File: src/rtl/battleship_turn_ctrl_if.sv
// Signal bundle between the Battleship turn controller and its front ends, board storage and status consumers.
// master is the controller side; slave is the environment (buttons, shot generator, board RAM).
interface battleship_turn_ctrl_if;
    logic       start;
    logic       player_req;
    logic [2:0] player_row;
    logic [2:0] player_col;
    logic       player_ack;
    logic       pc_req;
    logic [2:0] pc_row;
    logic [2:0] pc_col;
    logic       pc_ack;
    logic       board_sel;
    logic [2:0] board_row;
    logic [2:0] board_col;
    logic       board_rd;
    logic [2:0] board_rdata;
    logic       board_wr;
    logic [2:0] board_wdata;
    logic       turn;
    logic       result_valid;
    logic [1:0] shot_result;
    logic       turn_timeout;
    logic [4:0] player_hits;
    logic [4:0] pc_hits;
    logic       game_over;
    logic       winner;

    modport master (
        input  start, player_req, player_row, player_col, pc_req, pc_row, pc_col, board_rdata,
        output player_ack, pc_ack, board_sel, board_row, board_col, board_rd, board_wr,
               board_wdata, turn, result_valid, shot_result, turn_timeout, player_hits,
               pc_hits, game_over, winner
    );

    modport slave (
        output start, player_req, player_row, player_col, pc_req, pc_row, pc_col, board_rdata,
        input  player_ack, pc_ack, board_sel, board_row, board_col, board_rd, board_wr,
               board_wdata, turn, result_valid, shot_result, turn_timeout, player_hits,
               pc_hits, game_over, winner
    );
endinterface

File: src/rtl/battleship_turn_ctrl.sv
// Battleship turn scheduler: alternates player/PC shots over one shared board port,
// classifies each shot, keeps saturating hit counts and declares the winner.
module battleship_turn_ctrl #(
    parameter int SHIP_CELLS   = 15,
    parameter int TURN_TIMEOUT = 250_000_000
) (
    input  logic                   clk,
    input  logic                   rst,
    battleship_turn_ctrl_if.master bus
);
    localparam int                 TIMER_W    = $clog2(TURN_TIMEOUT);
    localparam logic [TIMER_W-1:0] TIMER_LAST = TIMER_W'(TURN_TIMEOUT - 1);
    localparam logic [4:0]         HITS_MAX   = 5'(SHIP_CELLS);

    typedef enum logic [2:0] {
        IDLE    = 3'd0,
        P_WAIT  = 3'd1,
        P_READ  = 3'd2,
        P_EVAL  = 3'd3,
        PC_WAIT = 3'd4,
        PC_READ = 3'd5,
        PC_EVAL = 3'd6,
        DONE    = 3'd7
    } state_t;

    state_t             state_r, state_s;
    logic [TIMER_W-1:0] timer_r;
    logic [2:0]         row_r, col_r;
    logic               sel_r, turn_r, winner_r, player_ack_r, pc_ack_r, timeout_r;
    logic [4:0]         player_hits_r, pc_hits_r, hits_upd_s;
    logic               player_ok_s, pc_ok_s, eval_s, cell_ship_s, cell_water_s;
    logic               start_s, player_accept_s, pc_accept_s, timeout_s, win_s, rd_s, wr_s;
    logic [2:0]         wdata_s;
    logic [1:0]         result_s;

    function automatic logic coord_ok(input logic [2:0] r, input logic [2:0] c);
        return (r <= 3'd4) && (c <= 3'd4);
    endfunction

    function automatic logic [4:0] sat_inc(input logic [4:0] h);
        return (h >= HITS_MAX) ? h : h + 5'd1;
    endfunction

    assign player_ok_s  = bus.player_req && coord_ok(bus.player_row, bus.player_col);
    assign pc_ok_s      = bus.pc_req && coord_ok(bus.pc_row, bus.pc_col);
    assign eval_s       = (state_r == P_EVAL) || (state_r == PC_EVAL);
    assign cell_water_s = (bus.board_rdata == 3'd0);
    assign cell_ship_s  = (bus.board_rdata >= 3'd1) && (bus.board_rdata <= 3'd5);

    // Shot classification: the only path from board_rdata straight to outputs.
    always_comb begin
        wr_s     = 1'b0;
        wdata_s  = 3'd0;
        result_s = 2'b00;
        if (eval_s) begin
            if (cell_water_s) begin
                wr_s     = 1'b1;
                wdata_s  = 3'd7;
                result_s = 2'b01;
            end else if (cell_ship_s) begin
                wr_s     = 1'b1;
                wdata_s  = 3'd6;
                result_s = 2'b10;
            end else begin
                result_s = 2'b11;
            end
        end else begin
            result_s = 2'b00;
        end
    end

    // Next-state and per-state strobes.
    always_comb begin
        state_s         = state_r;
        start_s         = 1'b0;
        player_accept_s = 1'b0;
        pc_accept_s     = 1'b0;
        timeout_s       = 1'b0;
        win_s           = 1'b0;
        rd_s            = 1'b0;
        hits_upd_s      = 5'd0;
        case (state_r)
            IDLE, DONE: begin
                if (bus.start) begin
                    start_s = 1'b1;
                    state_s = P_WAIT;
                end else begin
                    state_s = state_r;
                end
            end
            P_WAIT: begin
                // An acceptable request beats timer expiry in the same cycle.
                if (player_ok_s) begin
                    player_accept_s = 1'b1;
                    state_s         = P_READ;
                end else if (timer_r == TIMER_LAST) begin
                    timeout_s = 1'b1;
                    state_s   = PC_WAIT;
                end else begin
                    state_s = state_r;
                end
            end
            P_READ: begin
                rd_s    = 1'b1;
                state_s = P_EVAL;
            end
            P_EVAL: begin
                hits_upd_s = cell_ship_s ? sat_inc(player_hits_r) : player_hits_r;
                if (hits_upd_s == HITS_MAX) begin
                    win_s   = 1'b1;
                    state_s = DONE;
                end else if (!cell_ship_s && !cell_water_s) begin
                    state_s = P_WAIT;
                end else begin
                    state_s = PC_WAIT;
                end
            end
            PC_WAIT: begin
                if (pc_ok_s) begin
                    pc_accept_s = 1'b1;
                    state_s     = PC_READ;
                end else begin
                    state_s = state_r;
                end
            end
            PC_READ: begin
                rd_s    = 1'b1;
                state_s = PC_EVAL;
            end
            PC_EVAL: begin
                hits_upd_s = cell_ship_s ? sat_inc(pc_hits_r) : pc_hits_r;
                if (hits_upd_s == HITS_MAX) begin
                    win_s   = 1'b1;
                    state_s = DONE;
                end else if (!cell_ship_s && !cell_water_s) begin
                    state_s = PC_WAIT;
                end else begin
                    state_s = P_WAIT;
                end
            end
            default: state_s = IDLE;
        endcase
    end

    // State register, latched shot address, pulses, counters and turn timer.
    always_ff @(posedge clk) begin
        if (rst) begin
            state_r       <= IDLE;
            timer_r       <= '0;
            row_r         <= 3'd0;
            col_r         <= 3'd0;
            sel_r         <= 1'b0;
            turn_r        <= 1'b0;
            winner_r      <= 1'b0;
            player_ack_r  <= 1'b0;
            pc_ack_r      <= 1'b0;
            timeout_r     <= 1'b0;
            player_hits_r <= 5'd0;
            pc_hits_r     <= 5'd0;
        end else begin
            state_r      <= state_s;
            player_ack_r <= player_accept_s;
            pc_ack_r     <= pc_accept_s;
            timeout_r    <= timeout_s;

            if (player_accept_s) begin
                sel_r <= 1'b1;
                row_r <= bus.player_row;
                col_r <= bus.player_col;
            end else if (pc_accept_s) begin
                sel_r <= 1'b0;
                row_r <= bus.pc_row;
                col_r <= bus.pc_col;
            end

            if (start_s) begin
                player_hits_r <= 5'd0;
                pc_hits_r     <= 5'd0;
            end else if (state_r == P_EVAL) begin
                player_hits_r <= hits_upd_s;
            end else if (state_r == PC_EVAL) begin
                pc_hits_r <= hits_upd_s;
            end

            if (win_s) begin
                winner_r <= (state_r == PC_EVAL);
            end

            // turn follows the state being entered; IDLE/DONE keep the last side.
            if ((state_s == P_WAIT) || (state_s == P_READ) || (state_s == P_EVAL)) begin
                turn_r <= 1'b0;
            end else if ((state_s == PC_WAIT) || (state_s == PC_READ) || (state_s == PC_EVAL)) begin
                turn_r <= 1'b1;
            end

            if ((state_r == P_WAIT) && (state_s == P_WAIT)) begin
                timer_r <= timer_r + TIMER_W'(1);
            end else begin
                timer_r <= '0;
            end
        end
    end

    assign bus.player_ack   = player_ack_r;
    assign bus.pc_ack       = pc_ack_r;
    assign bus.board_sel    = sel_r;
    assign bus.board_row    = row_r;
    assign bus.board_col    = col_r;
    assign bus.board_rd     = rd_s;
    assign bus.board_wr     = wr_s;
    assign bus.board_wdata  = wdata_s;
    assign bus.turn         = turn_r;
    assign bus.result_valid = eval_s;
    assign bus.shot_result  = result_s;
    assign bus.turn_timeout = timeout_r;
    assign bus.player_hits  = player_hits_r;
    assign bus.pc_hits      = pc_hits_r;
    assign bus.game_over    = (state_r == DONE);
    assign bus.winner       = winner_r;
endmodule

File: src/flat_wrapper.sv
// flat-port wrapper written by rule: the top's interface ports become plain ports
module battleship_turn_ctrl_flat 
#(
    parameter int SHIP_CELLS   = 15,
    parameter int TURN_TIMEOUT = 250_000_000
)
  (clk, rst, bus_start, bus_player_req, bus_player_row, bus_player_col, bus_pc_req, bus_pc_row, bus_pc_col, bus_board_rdata, bus_player_ack, bus_pc_ack, bus_board_sel, bus_board_row, bus_board_col, bus_board_rd, bus_board_wr, bus_board_wdata, bus_turn, bus_result_valid, bus_shot_result, bus_turn_timeout, bus_player_hits, bus_pc_hits, bus_game_over, bus_winner);
  battleship_turn_ctrl_if bus_i ();
  input  logic clk;
  input  logic rst;
  input wire logic [$bits(bus_i.start)-1:0] bus_start;
  input wire logic [$bits(bus_i.player_req)-1:0] bus_player_req;
  input wire logic [$bits(bus_i.player_row)-1:0] bus_player_row;
  input wire logic [$bits(bus_i.player_col)-1:0] bus_player_col;
  input wire logic [$bits(bus_i.pc_req)-1:0] bus_pc_req;
  input wire logic [$bits(bus_i.pc_row)-1:0] bus_pc_row;
  input wire logic [$bits(bus_i.pc_col)-1:0] bus_pc_col;
  input wire logic [$bits(bus_i.board_rdata)-1:0] bus_board_rdata;
  output wire logic [$bits(bus_i.player_ack)-1:0] bus_player_ack;
  output wire logic [$bits(bus_i.pc_ack)-1:0] bus_pc_ack;
  output wire logic [$bits(bus_i.board_sel)-1:0] bus_board_sel;
  output wire logic [$bits(bus_i.board_row)-1:0] bus_board_row;
  output wire logic [$bits(bus_i.board_col)-1:0] bus_board_col;
  output wire logic [$bits(bus_i.board_rd)-1:0] bus_board_rd;
  output wire logic [$bits(bus_i.board_wr)-1:0] bus_board_wr;
  output wire logic [$bits(bus_i.board_wdata)-1:0] bus_board_wdata;
  output wire logic [$bits(bus_i.turn)-1:0] bus_turn;
  output wire logic [$bits(bus_i.result_valid)-1:0] bus_result_valid;
  output wire logic [$bits(bus_i.shot_result)-1:0] bus_shot_result;
  output wire logic [$bits(bus_i.turn_timeout)-1:0] bus_turn_timeout;
  output wire logic [$bits(bus_i.player_hits)-1:0] bus_player_hits;
  output wire logic [$bits(bus_i.pc_hits)-1:0] bus_pc_hits;
  output wire logic [$bits(bus_i.game_over)-1:0] bus_game_over;
  output wire logic [$bits(bus_i.winner)-1:0] bus_winner;
  assign bus_i.start = bus_start;
  assign bus_i.player_req = bus_player_req;
  assign bus_i.player_row = bus_player_row;
  assign bus_i.player_col = bus_player_col;
  assign bus_i.pc_req = bus_pc_req;
  assign bus_i.pc_row = bus_pc_row;
  assign bus_i.pc_col = bus_pc_col;
  assign bus_i.board_rdata = bus_board_rdata;
  assign bus_player_ack = bus_i.player_ack;
  assign bus_pc_ack = bus_i.pc_ack;
  assign bus_board_sel = bus_i.board_sel;
  assign bus_board_row = bus_i.board_row;
  assign bus_board_col = bus_i.board_col;
  assign bus_board_rd = bus_i.board_rd;
  assign bus_board_wr = bus_i.board_wr;
  assign bus_board_wdata = bus_i.board_wdata;
  assign bus_turn = bus_i.turn;
  assign bus_result_valid = bus_i.result_valid;
  assign bus_shot_result = bus_i.shot_result;
  assign bus_turn_timeout = bus_i.turn_timeout;
  assign bus_player_hits = bus_i.player_hits;
  assign bus_pc_hits = bus_i.pc_hits;
  assign bus_game_over = bus_i.game_over;
  assign bus_winner = bus_i.winner;
  battleship_turn_ctrl #(.SHIP_CELLS(SHIP_CELLS), .TURN_TIMEOUT(TURN_TIMEOUT)) u_core (.clk(clk), .rst(rst), .bus(bus_i));
endmodule
File: config.mk
export PLATFORM = sky130hd
export DESIGN_NAME = battleship_turn_ctrl_flat
export DESIGN_NICKNAME = d
export VERILOG_FILES = /design/src/rtl/battleship_turn_ctrl_if.sv /design/src/rtl/battleship_turn_ctrl.sv /design/src/flat_wrapper.sv
export SDC_FILE = /design/constraint.sdc
export NUM_CORES = 1
export LEC_CHECK = 0
export ABC_AREA = 1
export ABC_CLOCK_PERIOD_IN_PS = 2400
export CORE_UTILIZATION = 30
export CTS_CLUSTER_DIAMETER = 200
export DETAILED_ROUTE_END_ITERATION = 6
export PLACE_DENSITY = 0.55
export SLEW_MARGIN = 20
export SYNTH_ARGS = -nofsm -noshare
export SYNTH_HDL_FRONTEND = slang
export SYNTH_SLANG_ARGS = --single-unit
File: constraint.sdc
create_clock -name clk -period 2.4 [get_ports clk]
set_input_delay 0.72 -clock clk [delete_from_list [all_inputs] [get_ports clk]]
set_output_delay 0.72 -clock clk [all_outputs]
set_load 0.05 [all_outputs]
==> qor.txt <==
Critical Path Sink Type - output pin
placed insts - 626
Worst Path Buf+Inv - 1
Unique masters post-synth - 33
Post-synth EDFFs - 0
largest net degree at the start of global routing - 29
CP top delay family - buffers and inverters
register area - 0.001065 sq mm
Avg Cell Area, Syn - 6.652 sq um
Int Power - 1.298 mW
Worst Max-Slew Pin Slew - 0.5178 ns
hold_sp - u_core.timer_r[0]$_SDFF_PP0_
area fraction of the dominant cell type after synthesis - 37.10%
drt drc - 0
xor/xnor share of the synthesized area - 3.368%
synthesized cell area - 0.002860 sq mm
mux cell area share after synthesis - 0%
post-synthesis simple-gate area fraction - 38.28%
multi-input logic area - 0.001582 sq mm
final antenna-violating net count - 0
critical path fanouts, max - 6
Power Total - 1.728 mW
power per cell area - 434.3 mW/mm^2
initial core utilization - 30.95%
adder-cell share of the synthesized area - 1.750%
die width - 99.64 um
Routed WL per cell - 10.75 um
Final Instance Area - 0.003980 sq mm
Setup TNS - 0 ns
top-count cell post-synth - nand2_1
VDD IR max - 243.3 uV
largest family of logic cells by synthesized area - simple AND/OR/NAND/NOR gates
Worst Path Required - 1.68 ns
first-pass GRT wire length - 12.03 mm
crit path launch type - flop
syn_nets - 454
share of post-route cells with drive strength above 1 - 16.34%
Hold Path Class - flop to flop
Post-synth top cells - nand2_1, nor2_1, inv_1, dfxtp_1, nand3_1
Placer Congestion - 0.8913
Final Routed Wirelength - 6.845 mm
Yosys reg bits - 53
Clock Skew - 0.005641 ns
final count of hold timing violations - 0
worst r2r src - u_core.bus.pc_hits[0]$_SDFFE_PP0P_
CTS tree - built
1st-iter DRT viols - 98
Period Utilization, post-route - 96.65%
Boundary Pins - 51
crit-path cells - clkdlybuf4s50_1
Max Cap Viol - 0
critical path depth - 1
Area after DPL - 0.003786 sq mm
core area - 0.009240 sq mm
Compound-Gate Fraction of Synth Area - 9.536%
Cell Rows - 35
clock-pin slew on the worst setup and hold paths - 0.09 ns
number of CTS-inserted buffers - 5
die height - 99.64 um
Critical Path Start - u_core.bus.pc_hits[2]$_SDFFE_PP0P_
Via Count - 2,816
Slew Viols, Final - 0
Fmax - 0.4311 GHz
Clock Latency Late Sink - 0.30 ns
worst-case reg-to-reg path depth - 16
total grt overflow - 0
CP max-delay cell - clkdlybuf4s50_1
CTS Hold Buffers Added - 0
fin util - 43.07%
sequential share of the synthesized area - 37.10%
P_sw - 430.0 uW
part of the power in registers - 52.1%
switch share - 24.88%
Total GRT Usage - 14.73%
final setup fails - 0
vias per cell - 4.421
P&R area growth vs syn - 39.15%
H-tree Lvls - 2
CP max stage delay - 0.85 ns
static leakage - 1.639 nW
asr flop ratio synth - 0%
logic gate share of total power - 13.5%
outcome - completed
DIE AREA - 0.009928 sq mm
DP HPWL - 5.313 mm
diode count - 0
final non-filler cell total - 637
Root Driver - clkbuf_8
Fillers - 961
WP data arrival - 1.60 ns
yosys synthesis warning count - 0
Mapped Cells - 430
Sink Count - 53
ranking of synthesized cells by area - dfxtp_1, nand2_1, nor2_1, inv_1, nand3_1
minimum clock period - 2.319 ns
Yosys top cell by area - dfxtp_1
drt first pass iters - 4
Clock power frac - 34.3%
antenna violations before repair - 0
Synth Flop Type - dfxtp_1
Clock Tree Buf Depth - 2
number of buffers added on ports - 50
final net count - 532
Slew HR - 65.37%
vias in the first global route - 2,799
hold path depth - 1
Crit Path Category - flop to output pin
==> cells in the final DEF (no fill, tap or decap), types with 4 or more instances in the layout <==
| cell type | count |
|---|---|
| a31oi_1 | 8 |
| buf_4 | 24 |
| nor2_4 | 8 |
| xnor2_1 | 4 |
| inv_1 | 62 |
| nor2_1 | 67 |
| nor3b_1 | 5 |
| ha_1 | 4 |
| buf_12 | 10 |
| a21oi_1 | 15 |
| nand4_1 | 11 |
| inv_2 | 6 |
| clkbuf_8 | 5 |
| clkdlybuf4s50_1 | 35 |
| nor3_1 | 9 |
| dfxtp_1 | 50 |
| o21ai_0 | 16 |
| nand3_1 | 19 |
| xor2_1 | 6 |
| nand2_1 | 97 |
| nand2_2 | 11 |
==> state kept, by name, indices dropped and copies added (netlist names) <==
signal	count
u_core.timer_r	28
u_core.bus.board_col	3
u_core.bus.pc_ack	1
u_core.bus.winner	1
u_core.bus.player_hits	5
u_core.bus.board_row	3
u_core.bus.turn	1
u_core.state_r	3
u_core.bus.board_sel	1
u_core.bus.player_ack	1
u_core.bus.turn_timeout	1
u_core.bus.pc_hits	5
==> final cells by class <==
| type | instances | area share, % |
|---|---|---|
| inverter | 69 | 6.602 |
| timing repair buffer | 76 | 20.25 |
| clock inverter | 2 | 0.8802 |
| tap | 129 | 4.055 |
| sequential | 53 | 26.75 |
| clock buffer | 5 | 1.729 |
| multi-input combinational | 303 | 39.74 |
==> path summary, 6_finish.rpt <==
path / end / slack, ns
worst max-delay path: bus_pc_hits[2] / 0.08
worst min-delay path: u_core.timer_r[0]$_SDFF_PP0_ / 0.46
worst max register to register: u_core.bus.turn$_SDFFE_PP0P_ / 0.26
worst min register to register: u_core.timer_r[0]$_SDFF_PP0_ / 0.46
==> power by group through the flow <==
stage / sequential (mW) / combinational, mW / clock, mW
2_1_floorplan: 0.937 / 0.0990 / 0
3_3_place_gp: 0.919 / 0.224 / 0
3_5_place_dp: 0.920 / 0.225 / 0
4_1_cts: 0.899 / 0.231 / 0.615
5_1_grt: 0.904 / 0.259 / 0.650
6_report: 0.901 / 0.234 / 0.593
==> metal layers <==
layer  vias to the layer above  track usage [%]  part of all wire, %
li1                       1521                -                    -
met1                      1246            18.43                   48
met2                        45            25.37                   47
met3                         4            3.514                  3.6
met4                         0            3.733                 0.64
met5                         -                0                    0
==> metrics by stage <==
stage               setup slack [ns]  hold slack, ns
CTS                          0.01856          0.4615
detailed placement           -0.3128          0.4475
floorplan                   0.001077          0.4175
global route              -0.0009193          0.4886
global placement             -0.2092          0.4275
finish                       0.08052          0.4648
==> cell families after synthesis <==
group,count (synthesis)
simple gates,240
buf+inv,74
flops,53
compound gates,48
xor+xnor,11
fa+ha+maj,4
==> repair_timing <==
| item | CTS | global route |
|---|---|---|
| setup endpoints to repair | 6 | 8 |
| resized for setup | 13 | 15 |
| pin swaps | 3 | 5 |
| setup buffers | 2 | 2 |
No activity file was read; power rests on OpenSTA's default activity.
==> variant: new RTL, same settings <==
Encoding of `state_t`: now one-hot (8 bits for 8 states).
--- a/src/rtl/battleship_turn_ctrl.sv
+++ b/src/rtl/battleship_turn_ctrl.sv
@@ -12,15 +12,15 @@
     localparam logic [TIMER_W-1:0] TIMER_LAST = TIMER_W'(TURN_TIMEOUT - 1);
     localparam logic [4:0]         HITS_MAX   = 5'(SHIP_CELLS);
 
-    typedef enum logic [2:0] {
-        IDLE    = 3'd0,
-        P_WAIT  = 3'd1,
-        P_READ  = 3'd2,
-        P_EVAL  = 3'd3,
-        PC_WAIT = 3'd4,
-        PC_READ = 3'd5,
-        PC_EVAL = 3'd6,
-        DONE    = 3'd7
+    typedef enum logic [7:0] {
+        IDLE    = 8'b00000001,
+        P_WAIT  = 8'b00000010,
+        P_READ  = 8'b00000100,
+        P_EVAL  = 8'b00001000,
+        PC_WAIT = 8'b00010000,
+        PC_READ = 8'b00100000,
+        PC_EVAL = 8'b01000000,
+        DONE    = 8'b10000000
     } state_t;
 
     state_t             state_r, state_s;
Behaviour: no difference found for any inputs over 10 cycles, from zero or initial values and one cycle with rst high; not proved beyond that.
==> variant against the unedited design <==
- sequential cell count is 5 higher
- count of clock-buffer cells in the layout is 5 higher
- clock power rose by 56%
- power rose by 21%
- via count rose by 16%
- setup slack got worse by 0.038 ns
- first-iteration DRC count up 36%
- sequential share of layout area decreased by 1.7 points
- synthesized cell count rose by 6.0%
- area after synthesis increased by 11%
- routed wire length increased by 26%
- cell area rose by 18%
- critical path type is now in2out
- critical endpoint is now bus_shot_result[0]
- largest cell class unchanged
==> variant: results <==
metrics = {
    "cts": {
        "clock_latency_ns": 0.34,
        "htree_num_levels": 3,
        "cts.sinks": 58,
        "cts_setup_buffers": 4,
        "ctsResizeCount": 8,
        "cts_made_buffers": 9,
    },
    "pwr": {
        "leakagePower_nw": 1.82,
        "finalPower_mw": 2.09,
        "peakVddDrop_uv": 231,
        "p_comb_mw": 0.187,
        "p_clk_share_pct": 44.3,
        "switchingPower_mw": 0.528,
    },
    "setup_path": {
        "crit_arrival_ns": 1.64,
        "critical-path-max-stage-delay_ns": 0.26,
        "crit_slowest_cell": "dlygate4sd2_1",
    },
    "placement": {
        "dpl-instance-area_mm2": 0.00418,
        "dp_hpwl_mm": 6.16,
        "place.gp.congestion": 0.825,
        "dpl.cell_count": 666,
        "dp_slack_ns": -0.287,
    },
    "timing": {
        "max_slew.worst_pin.slew_ns": 0.525,
        "finClkSkew_ns": 0.0115,
        "max_clock_freq_ghz": 0.424,
    },
    "synth": {
        "synth_xor_area_share_pct": 2.48,
        "ys_top_cells_by_count": "nand2_1 (87), nor2_1 (73), dfxtp_1 (58)",
        "syn_nets": 480,
        "synth_cell_type_count": 38,
        "synth_compound_gate_area_share_pct": 11.2,
        "netlist_instances": 456,
        "synthAdderAreaFrac_pct": 1.57,
        "ys_seq_area_share_pct": 36.5,
    },
    "final_layout": {
        "buffer_area_share_pct": 21.6,
        "inverters": 62,
        "multi_input_area_share_pct": 40.4,
        "n_all_buffers": 95,
        "nFillCells": 1023,
        "fin_cells": 698,
        "seq_area_mm2": 0.00117,
        "seq_share_pct": 25.0,
        "clockNetworkAreaShare_pct": 4.35,
        "drive_above_1_share_pct": 27.8,
        "num-clock-buffers": 10,
        "multi_input_cells": 331,
        "post-route-util_pct": 45.4,
    },
    "route": {
        "drt-initial-drc-count": 133,
        "wl_met2_mm": 4.15,
        "wl_per_cell_um": 12.4,
        "met3WireLength_um": 367,
        "wl_met1_mm": 4.03,
    },
    "global_route": {
        "grt_max_degree": 18,
        "grt_pass1_wl_mm": 13.8,
        "grt_usage_pct": 15.4,
        "grtUsageMet1_pct": 19.2,
    },
    "status": {
        "status": "completed",
    },
}
-- variant: cell count changes after synthesis, sizes merged, moves of 3 or more --
cell	unedited run	this run
nand3	21	29
or2	1	6
a21oi	15	24
nand2	110	92
nor3	13	20
nor2	77	88
nand4	11	20
dfxtp	53	58
a31oi	8	4
inv	69	62
nor3b	5	0
nor4	0	3
-- variant: worst paths after layout --
check | startpoint | slack, ns | to | cells after the start
worst max-delay path | bus_board_rdata[1] | 0.04 | bus_shot_result[0] | 5
worst min-delay path | u_core.bus.board_sel$_SDFFE_PP0P_ | 0.46 | u_core.bus.board_sel$_SDFFE_PP0P_ | 2
worst max register to register | u_core.bus.pc_hits[0]$_SDFFE_PP0P_ | 0.09 | u_core.timer_r[2]$_SDFF_PP0_ | 17
worst min register to register | u_core.bus.board_sel$_SDFFE_PP0P_ | 0.46 | u_core.bus.board_sel$_SDFFE_PP0P_ | 2
